## config.mk

```make
export PLATFORM = sky130hd
export DESIGN_NAME = opm_write_sequencer
export DESIGN_NICKNAME = d
export VERILOG_FILES = /design/src/rtl/opm_write_sequencer_pkg.sv /design/src/rtl/opm_wr_fifo.sv /design/src/rtl/opm_write_sequencer.sv
export SDC_FILE = /design/constraint.sdc
export NUM_CORES = 1
export LEC_CHECK = 0
export CAP_MARGIN = 10
export CORE_MARGIN = 3
export CORE_UTILIZATION = 55
export CTS_BUF_LIST = sky130_fd_sc_hd__clkbuf_8
export CTS_CLUSTER_DIAMETER = 60
export CTS_CLUSTER_SIZE = 25
export DETAILED_ROUTE_END_ITERATION = 10
export PLACE_DENSITY = 0.81
export REMOVE_ABC_BUFFERS = 1
export SLEW_MARGIN = 20
export SYNTH_ARGS = -nofsm -noshare
export SYNTH_HDL_FRONTEND = slang
export SYNTH_SLANG_ARGS = --single-unit
```

## constraint.sdc

```tcl
create_clock -name ymclk -period 5.5 [get_ports ymclk]
set_input_delay 1.1 -clock ymclk [delete_from_list [all_inputs] [get_ports ymclk]]
set_output_delay 1.1 -clock ymclk [all_outputs]
set_load 0.005 [all_outputs]
```

## src/rtl/opm_write_sequencer_pkg.sv

```systemverilog
// Shared definitions for the OPM write sequencer: FSM encodings, parameter defaults
// and the buffered register/data pair layout.
package opm_write_sequencer_pkg;

    localparam logic [2:0] ST_IDLE       = 3'd0;
    localparam logic [2:0] ST_ADDR_SETUP = 3'd1;
    localparam logic [2:0] ST_ADDR_STB   = 3'd2;
    localparam logic [2:0] ST_GAP        = 3'd3;
    localparam logic [2:0] ST_DATA_SETUP = 3'd4;
    localparam logic [2:0] ST_DATA_STB   = 3'd5;
    localparam logic [2:0] ST_SETTLE     = 3'd6;
    localparam logic [2:0] ST_BUSY_WAIT  = 3'd7;

    localparam int DEF_DEPTH       = 16;
    localparam int DEF_STROBE_LEN  = 2;
    localparam int DEF_GAP_LEN     = 4;
    localparam int DEF_BUSY_SETTLE = 2;
    localparam int DEF_TIMEOUT     = 1023;

    typedef struct packed {
        logic [7:0] reg_addr;
        logic [7:0] data;
    } opm_pair_t;

    // A zero gap still needs one cycle so din never moves on the strobe release edge.
    function automatic int unsigned at_least_one(input int unsigned v);
        return (v == 0) ? 1 : v;
    endfunction

endpackage

```

## src/rtl/opm_wr_fifo.sv

```systemverilog
// 16-bit wide synchronous FIFO holding pending register/data pairs, with occupancy output.
// Read data is the head entry, available combinationally while not empty.
module opm_wr_fifo #(
    parameter int DEPTH = 16
) (
    input  logic                     clk_i,
    input  logic                     rst_ni,
    input  logic                     push_i,
    input  logic [15:0]              wdata_i,
    input  logic                     pop_i,
    output logic [15:0]              rdata_o,
    output logic                     full_o,
    output logic                     empty_o,
    output logic [$clog2(DEPTH):0]   level_o
);
    localparam int AW = $clog2(DEPTH);
    localparam int LW = AW + 1;

    logic [15:0]   mem [DEPTH];
    logic [AW-1:0] wr_ptr_q, rd_ptr_q;
    logic [LW-1:0] count_q, count_d;
    logic          do_push, do_pop;

    assign full_o  = (count_q == LW'(DEPTH));
    assign empty_o = (count_q == '0);
    assign level_o = count_q;
    assign rdata_o = mem[rd_ptr_q];

    assign do_pop  = pop_i & ~empty_o;
    // When full, a push is still taken if the head leaves on the same edge.
    assign do_push = push_i & (~full_o | do_pop);

    always_comb begin
        count_d = count_q;
        case ({do_push, do_pop})
            2'b10:   count_d = count_q + LW'(1);
            2'b01:   count_d = count_q - LW'(1);
            default: count_d = count_q;
        endcase
    end

    always_ff @(posedge clk_i) begin
        if (do_push) begin
            mem[wr_ptr_q] <= wdata_i;
        end
    end

    always_ff @(posedge clk_i or negedge rst_ni) begin
        if (!rst_ni) begin
            wr_ptr_q <= '0;
            rd_ptr_q <= '0;
            count_q  <= '0;
        end else begin
            if (do_push) wr_ptr_q <= wr_ptr_q + AW'(1);
            if (do_pop)  rd_ptr_q <= rd_ptr_q + AW'(1);
            count_q <= count_d;
        end
    end

endmodule

```

## src/rtl/opm_write_sequencer.sv

```systemverilog
// Replays buffered OPM register writes into a jt51 as an address cycle then a data cycle,
// with strobes aligned to cen_p1 and a bounded wait on the core's busy flag.
module opm_write_sequencer
    import opm_write_sequencer_pkg::*;
#(
    parameter int DEPTH       = DEF_DEPTH,
    parameter int STROBE_LEN  = DEF_STROBE_LEN,
    parameter int GAP_LEN     = DEF_GAP_LEN,
    parameter int BUSY_SETTLE = DEF_BUSY_SETTLE,
    parameter int TIMEOUT     = DEF_TIMEOUT
) (
    input  logic                     ymclk,
    input  logic                     rst_n,
    input  logic                     req_valid,
    output logic                     req_ready,
    input  logic [7:0]               req_reg,
    input  logic [7:0]               req_data,
    input  logic                     cen_p1,
    input  logic                     opm_busy,
    output logic                     opm_cs_n,
    output logic                     opm_wr_n,
    output logic                     opm_a0,
    output logic [7:0]               opm_din,
    output logic [$clog2(DEPTH):0]   fifo_level,
    output logic                     idle,
    output logic                     timeout_err,
    input  logic                     clr_err,
    output logic [2:0]               dbg_state_o
);
    localparam int          TW      = (TIMEOUT < 2) ? 1 : $clog2(TIMEOUT);
    localparam logic [TW-1:0] TO_LAST = TW'(TIMEOUT - 1);
    localparam logic [7:0]  STB_L   = 8'(STROBE_LEN);
    localparam logic [7:0]  GAP_L   = 8'(at_least_one(GAP_LEN));
    localparam logic [7:0]  SET_L   = 8'(BUSY_SETTLE);

    // Request handshake: a pair is accepted on a rising edge where req_valid and req_ready are both 1.
    logic      fifo_full, fifo_empty, fifo_pop;
    logic [15:0] fifo_rdata;
    opm_pair_t head;

    assign req_ready = ~fifo_full;
    assign head      = fifo_rdata;

    opm_wr_fifo #(.DEPTH(DEPTH)) u_fifo (
        .clk_i   (ymclk),
        .rst_ni  (rst_n),
        .push_i  (req_valid & req_ready),
        .wdata_i ({req_reg, req_data}),
        .pop_i   (fifo_pop),
        .rdata_o (fifo_rdata),
        .full_o  (fifo_full),
        .empty_o (fifo_empty),
        .level_o (fifo_level)
    );

    logic [2:0]    state_q, state_d;
    logic [7:0]    cnt_q, cnt_d;
    logic [TW-1:0] to_cnt_q, to_cnt_d;
    logic          cs_n_q, cs_n_d;
    logic          a0_q, a0_d;
    logic [7:0]    din_q, din_d;
    logic [7:0]    data_q, data_d;
    logic          err_q, err_d;
    logic          timeout_hit;

    always_comb begin
        state_d     = state_q;
        cnt_d       = cnt_q;
        to_cnt_d    = to_cnt_q;
        cs_n_d      = cs_n_q;
        a0_d        = a0_q;
        din_d       = din_q;
        data_d      = data_q;
        fifo_pop    = 1'b0;
        timeout_hit = 1'b0;
        case (state_q)
            ST_IDLE: begin
                if (!fifo_empty) begin
                    fifo_pop = 1'b1;
                    a0_d     = 1'b0;
                    din_d    = head.reg_addr;
                    data_d   = head.data;
                    state_d  = ST_ADDR_SETUP;
                end
            end
            ST_ADDR_SETUP, ST_DATA_SETUP: begin
                if (cen_p1) begin
                    cs_n_d  = 1'b0;
                    cnt_d   = STB_L;
                    state_d = (state_q == ST_ADDR_SETUP) ? ST_ADDR_STB : ST_DATA_STB;
                end
            end
            ST_ADDR_STB: begin
                if (cnt_q <= 8'd1) begin
                    cs_n_d  = 1'b1;
                    cnt_d   = GAP_L;
                    state_d = ST_GAP;
                end else begin
                    cnt_d = cnt_q - 8'd1;
                end
            end
            ST_GAP: begin
                if (cnt_q <= 8'd1) begin
                    a0_d    = 1'b1;
                    din_d   = data_q;
                    state_d = ST_DATA_SETUP;
                end else begin
                    cnt_d = cnt_q - 8'd1;
                end
            end
            ST_DATA_STB: begin
                if (cnt_q <= 8'd1) begin
                    cs_n_d   = 1'b1;
                    to_cnt_d = '0;
                    cnt_d    = SET_L;
                    state_d  = (SET_L == 8'd0) ? ST_BUSY_WAIT : ST_SETTLE;
                end else begin
                    cnt_d = cnt_q - 8'd1;
                end
            end
            ST_SETTLE: begin
                if (cnt_q <= 8'd1) begin
                    state_d = ST_BUSY_WAIT;
                end else begin
                    cnt_d = cnt_q - 8'd1;
                end
            end
            ST_BUSY_WAIT: begin
                if (!opm_busy) begin
                    state_d = ST_IDLE;
                end else if (to_cnt_q == TO_LAST) begin
                    timeout_hit = 1'b1;
                    state_d     = ST_IDLE;
                end else begin
                    to_cnt_d = to_cnt_q + TW'(1);
                end
            end
            default: state_d = ST_IDLE;
        endcase
        // A fresh timeout outranks a clear landing on the same edge.
        err_d = timeout_hit ? 1'b1 : (clr_err ? 1'b0 : err_q);
    end

    always_ff @(posedge ymclk or negedge rst_n) begin
        if (!rst_n) begin
            state_q  <= ST_IDLE;
            cnt_q    <= '0;
            to_cnt_q <= '0;
            cs_n_q   <= 1'b1;
            a0_q     <= 1'b0;
            din_q    <= '0;
            data_q   <= '0;
            err_q    <= 1'b0;
        end else begin
            state_q  <= state_d;
            cnt_q    <= cnt_d;
            to_cnt_q <= to_cnt_d;
            cs_n_q   <= cs_n_d;
            a0_q     <= a0_d;
            din_q    <= din_d;
            data_q   <= data_d;
            err_q    <= err_d;
        end
    end

    assign opm_cs_n    = cs_n_q;
    assign opm_wr_n    = cs_n_q;
    assign opm_a0      = a0_q;
    assign opm_din     = din_q;
    assign idle        = (state_q == ST_IDLE) & fifo_empty;
    assign timeout_err = err_q;
    assign dbg_state_o = state_q;

endmodule

```

Word level (Yosys, flattened, before mapping) --
Memory sizes are Yosys's and may differ from the RTL's. Index checks and enable logic that the tools add are counted.
Storage, ports and cells: flip-flop bits (word level) 53, memories kept 1, bits in writable memories 256, input port bits 22, word-level logic and storage cells 102
Memory list:
- u_fifo.mem | depth 16, width 16, read ports 1, clocked after Yosys merged registers in 0, wr ports 1, RTL line opm_wr_fifo.sv:19 | logic [15:0] mem [DEPTH];
Cells by class: add/sub/neg operators 6, muxes and demuxes 37, $lt $le $gt $ge 1, equality and inequality tests 22, reductions and logical operators 17, bitwise gates (word level) 7
Operators by type and width (count):
- 8-bit two-way mux | 6
- 8-bit one-hot mux with 4 select lines | 1
- 10-bit two-way mux | 3
- 3-bit two-way mux | 9
- 3-bit one-hot mux with 7 select lines | 1
- 10-bit one-hot mux with 2 select lines | 1
- 2-bit inequality test, second input constant | 9
- 8-bit one-hot mux with 2 select lines | 1
- 3-bit == test, second input constant | 4
- 1-bit two-way mux | 12
- 10-bit by 1-bit adder with 10-bit output, second input constant | 1
- 10-bit == test, second input constant | 1
- 5-bit one-hot mux with 2 select lines | 1
- 2-bit nonzero test | 5
- 3-bit AND reduction | 3
- 4-bit by 1-bit adder with 4-bit output, second input constant | 2
- 8-bit by 1-bit <= comparator with 1-bit output, second input constant | 1
- 8-bit by 1-bit subtractor with 8-bit output, second input constant | 1
- 7-bit AND reduction | 1
- 3-bit by 2-bit == test with 1-bit output, second input constant | 2
- 2-bit OR reduction | 3
- 5-bit by 1-bit adder with 5-bit output, second input constant | 1
- 5-bit == test, second input constant | 1
- 5-bit zero test | 1
- other kinds (14) | 19

Logic depth before layout (Yosys ltp) --
word-level depth 8, gate-level depth with buffers 15

Cells and area by module --
A second synthesis with hierarchy kept.
Second synthesis, totals: cell total of the unflattened synthesis 720, area, all modules 13133.8 sq um
By module, submodules not included:
- opm_wr_fifo | cells an instance 477, area each 10742.8 sq um, instances 1
- opm_write_sequencer | cells an instance 243, area each 2391.0 sq um, instances 1

Worst setup path after synthesis --
OpenSTA, ideal clock, no wires.
path type input port to flip-flop, start input req_valid, end memory u_fifo.mem[3][0], enable pin, arrival time 2.776 ns, data required time 5.091 ns, buffers on the path 1, path slack 2.315 ns, library setup time 0.409 ns, cell stages on the path 4, cell sequence and2_1 -> clkbuf_1 -> nand2_1 -> nor3_1
Between the ends: cells in the longest elaborated chain, start to end 4
Ends and longest elaborated chain:
- start, declared | RTL line opm_write_sequencer.sv:14 | input logic req_valid,
- 1-bit AND | RTL line opm_write_sequencer.sv:47 | .push_i (req_valid & req_ready),
- 1-bit AND | RTL line opm_wr_fifo.sv:31 | assign do_push = push_i & (~full_o | do_pop);
- 1-bit two-way mux | RTL line opm_wr_fifo.sv:43 | if (do_push) begin
- 1-bit two-way mux (implied by the code) | RTL line opm_wr_fifo.sv:44 | mem[wr_ptr_q] <= wdata_i;
- end, declared | RTL line opm_wr_fifo.sv:19
Every way passes these cells.

Worst setup path in the final report --
start register state_q[1], in the netlist dbg_state_o[1], end output idle
Between the ends: cells in the longest elaborated chain, start to end 2
Ends and longest elaborated chain:
- start, declared | RTL line opm_write_sequencer.sv:56 | logic [2:0] state_q, state_d;
- start signal, assigned | RTL line opm_write_sequencer.sv:155 | state_q <= state_d;
- 3-bit zero test | RTL line opm_write_sequencer.sv:170 | assign idle = (state_q == ST_IDLE) & fifo_empty;
- 1-bit AND | RTL line opm_write_sequencer.sv:170
- end, declared | RTL line opm_write_sequencer.sv:25 | output logic idle,
Every way passes these cells.

==> impl_metrics.tcl <==
set metrics [dict create \
    startpoint_type "flop" \
    wl_per_cell_um 24.32 \
    synth_ff_type "edfxtp_1" \
    crit_start "dbg_state_o[1]$_DFFE_PN0P_" \
    hp-class "primary input to asynchronous set/reset pin" \
    hold_viol_final 0 \
    drv_cap 0 \
    async_reset_ff_share_pct 17.15 \
    max-vdd-ir-drop_uv 260.6 \
    rsz0062_at_grt "false" \
    setup-tns-final_ns 0 \
    drtIter0Drc 1049 \
    synthCells 729 \
    totalWireLength_um 25880 \
    area_growth_pct 9.521 \
    relSlewSlack_pct 28.97 \
    dp_hpwl_um 16500 \
    synth_area_um2 12640 \
    post-route-util_pct 62.29 \
    post-route-period-util_pct 66.55 \
    final_common_cell "edfxtp_1" \
    clkSlewWorstSetupHoldPaths_ns 0.11 \
    die_x_um 157.6 \
    grt_usage_pct 21.55 \
    power.total_uw 6450 \
    final_cell_mix "256 x edfxtp_1, 64 x mux4_2, 50 x dfrtp_1, 42 x clkdlybuf4s50_1" \
    grt_pass1_wl_um 40430 \
    cts.htree.levels 1 \
    drc 0 \
    fmaxAchievable_ghz 0.2732 \
    firstDrtPassIters 5 \
    gp_congestion 0.8977 \
    start_util_pct 56.87 \
    worstPathArrival_ns 2.56 \
    tightestPinTransition_ns 1.065 \
    worstPathRequired_ns 4.40 \
    worstReg2RegStart "u_fifo.level_o[1]$_DFFE_PN0P_" \
    grt-ovfl-total 0 \
    rows 54 \
    tritoncts "built" \
    ctsLongestPathBuffers 3 \
    powerDensity_nw_per_um2 465.8 \
    via_per_inst 6.433 \
    fp.dieH_um 157.6 \
    post_cts_resized 0 \
    clock_skew_ns 0.05119 \
    insertion_delay_ns 0.58 \
    ioPinCount 44 \
    grt_pass1_vias 6975 \
    coreArea_um2 22230 \
    worstSetupEndpointType "output port" \
    ant_nets 0 \
    diodes 0 \
    status "completed" \
    power.leakage_uw 0.004591 \
    synth_edf_count 256 \
    dieArea_um2 24840 \
    cts.sinks 309 \
    yosysWarnings 0 \
    port_buffers 43 \
    numCtsBuffers 20 \
    path_max_fanout 27 \
    via_count 6845 \
    cts_setup_buffers 0 \
    antenna_found_initial 0 \
    nFillCells 1495 \
    drive_gt1_share_pct 17.09 \
    drv_slew 0 \
    period_minus_slack_ns 3.660 \
    ctsHoldBuffers 0 \
    synth_cell_types 60 \
    setup_viol 0 \
    syn_area_per_cell_um2 17.34 \
    synth-seq-area-share_pct 71.31 \
    yosys_register_bits 309 \
    fin_nets 805 \
    cts_root_buffer "clkbuf_8" \
    grt_max_degree 41 \
    path_class "flop to output port" \
]
sequential cells by signal, summed over array words and instances (netlist names):
signal	cells
dbg_state_o	3
u_fifo.rd_ptr_q	4
u_fifo.mem	256
opm_cs_n	1
u_fifo.wr_ptr_q	4
to_cnt_q	10
u_fifo.level_o	5
opm_din	8
cnt_q	8
data_q	8
opm_a0	1
timeout_err	1
worst max-delay path, cell delays in order, from the launching register on:
cell,delay (ns)
dfrtp_1,0.68
nor3_1,0.39
nor3b_1,0.38
clkdlybuf4s50_1,0.58
report_power, final:
group	switching (uW)	internal, uW	total [uW]
clock	728	512	1240
combinational	986	953	1940
sequential	381	2890	3270
total	2100	4350	6450
layer usage:
| layer | global-route usage [%] | routed length (um) | share of wire, % |
|---|---|---|---|
| met4 | 6.033 | 705 | 2.7 |
| met3 | 4.210 | 1776 | 6.9 |
| met5 | 0 | 0 | 0 |
| met2 | 34.46 | 12730 | 49 |
| met1 | 30.96 | 10660 | 41 |
Yosys cell counts, drive strengths merged (3+ instances only):
master  count  area, um2
inv        12      45.04
dfrtp      52       1301
edfxtp    256       7687
or4         3      26.27
mux2i      17      170.2
nand2b      5      31.28
a21o        3      22.52
a21oi      37      185.2
a22oi      17      127.6
nand4       9      56.30
o221ai      9      78.83
and2        4      27.53
nand2      40      150.1
xor2       10      87.58
nor3       10      50.05
buf        26      152.6
nand3       9      45.04
ha         13      162.7
nor2b       4      25.02
nor2       43      161.4
xnor2      12      105.1
o21ai      14      73.82
o31ai       5      37.54
clkbuf     18      68.81
mux4       64       1441
area by class of cell:
type	count	area (um2)	share of cell area [%]
Timing Repair Buffer	63	575.6	4.157
Tap cell	280	350.3	2.530
Clock inverter	16	181.4	1.310
Sequential cell	309	9020	65.15
Multi-Input combinational cell	364	3398	24.54
Clock buffer	20	275.3	1.988
Inverter	12	45.04	0.3253
path summary, 6_finish.rpt:
kind,endpoint,slack [ns],depth (start not counted)
max,idle,1.84,3
min in group ymclk,data_q[3]$_DFFE_PN0P_,0.52,2
min,u_fifo.level_o[3]$_DFFE_PN0P_,0.51,1
max in group asynchronous,u_fifo.rd_ptr_q[0]$_DFFE_PN0P_,4.10,2
max reg2reg,u_fifo.level_o[4]$_DFFE_PN0P_,1.97,11
min reg2reg,data_q[3]$_DFFE_PN0P_,0.52,2
cell families (layout without fill, tap and decap cells):
group | count (synthesis) | after routing | synth area share, %
and+or+nand+nor | 142 | 142 | 5.433
xor gates and xnor gates | 22 | 22 | 1.524
adders and majority gates | 15 | 15 | 1.445
buffers and inverters | 56 | 111 | 2.108
AOI/OAI and AO/OA | 102 | 102 | 5.255
muxes | 83 | 83 | 12.93
DFF | 309 | 309 | 71.31
per-stage QoR:
step | hold slack (ns) | std cells | setup slack, ns | cell area [um2]
after CTS | 0.5029 | 1064 | 1.851 | 13840
after detailed placement | 0.4910 | 1028 | 1.822 | 13380
after global routing | 0.5197 | 1064 | 1.728 | 13850
final | 0.5099 | 1064 | 1.840 | 13850
after floorplan | 0.4562 | 685 | 1.619 | 12420
after global placement | 0.4902 | 1028 | 1.847 | 13380
Power figures use the tool's default switching activity.
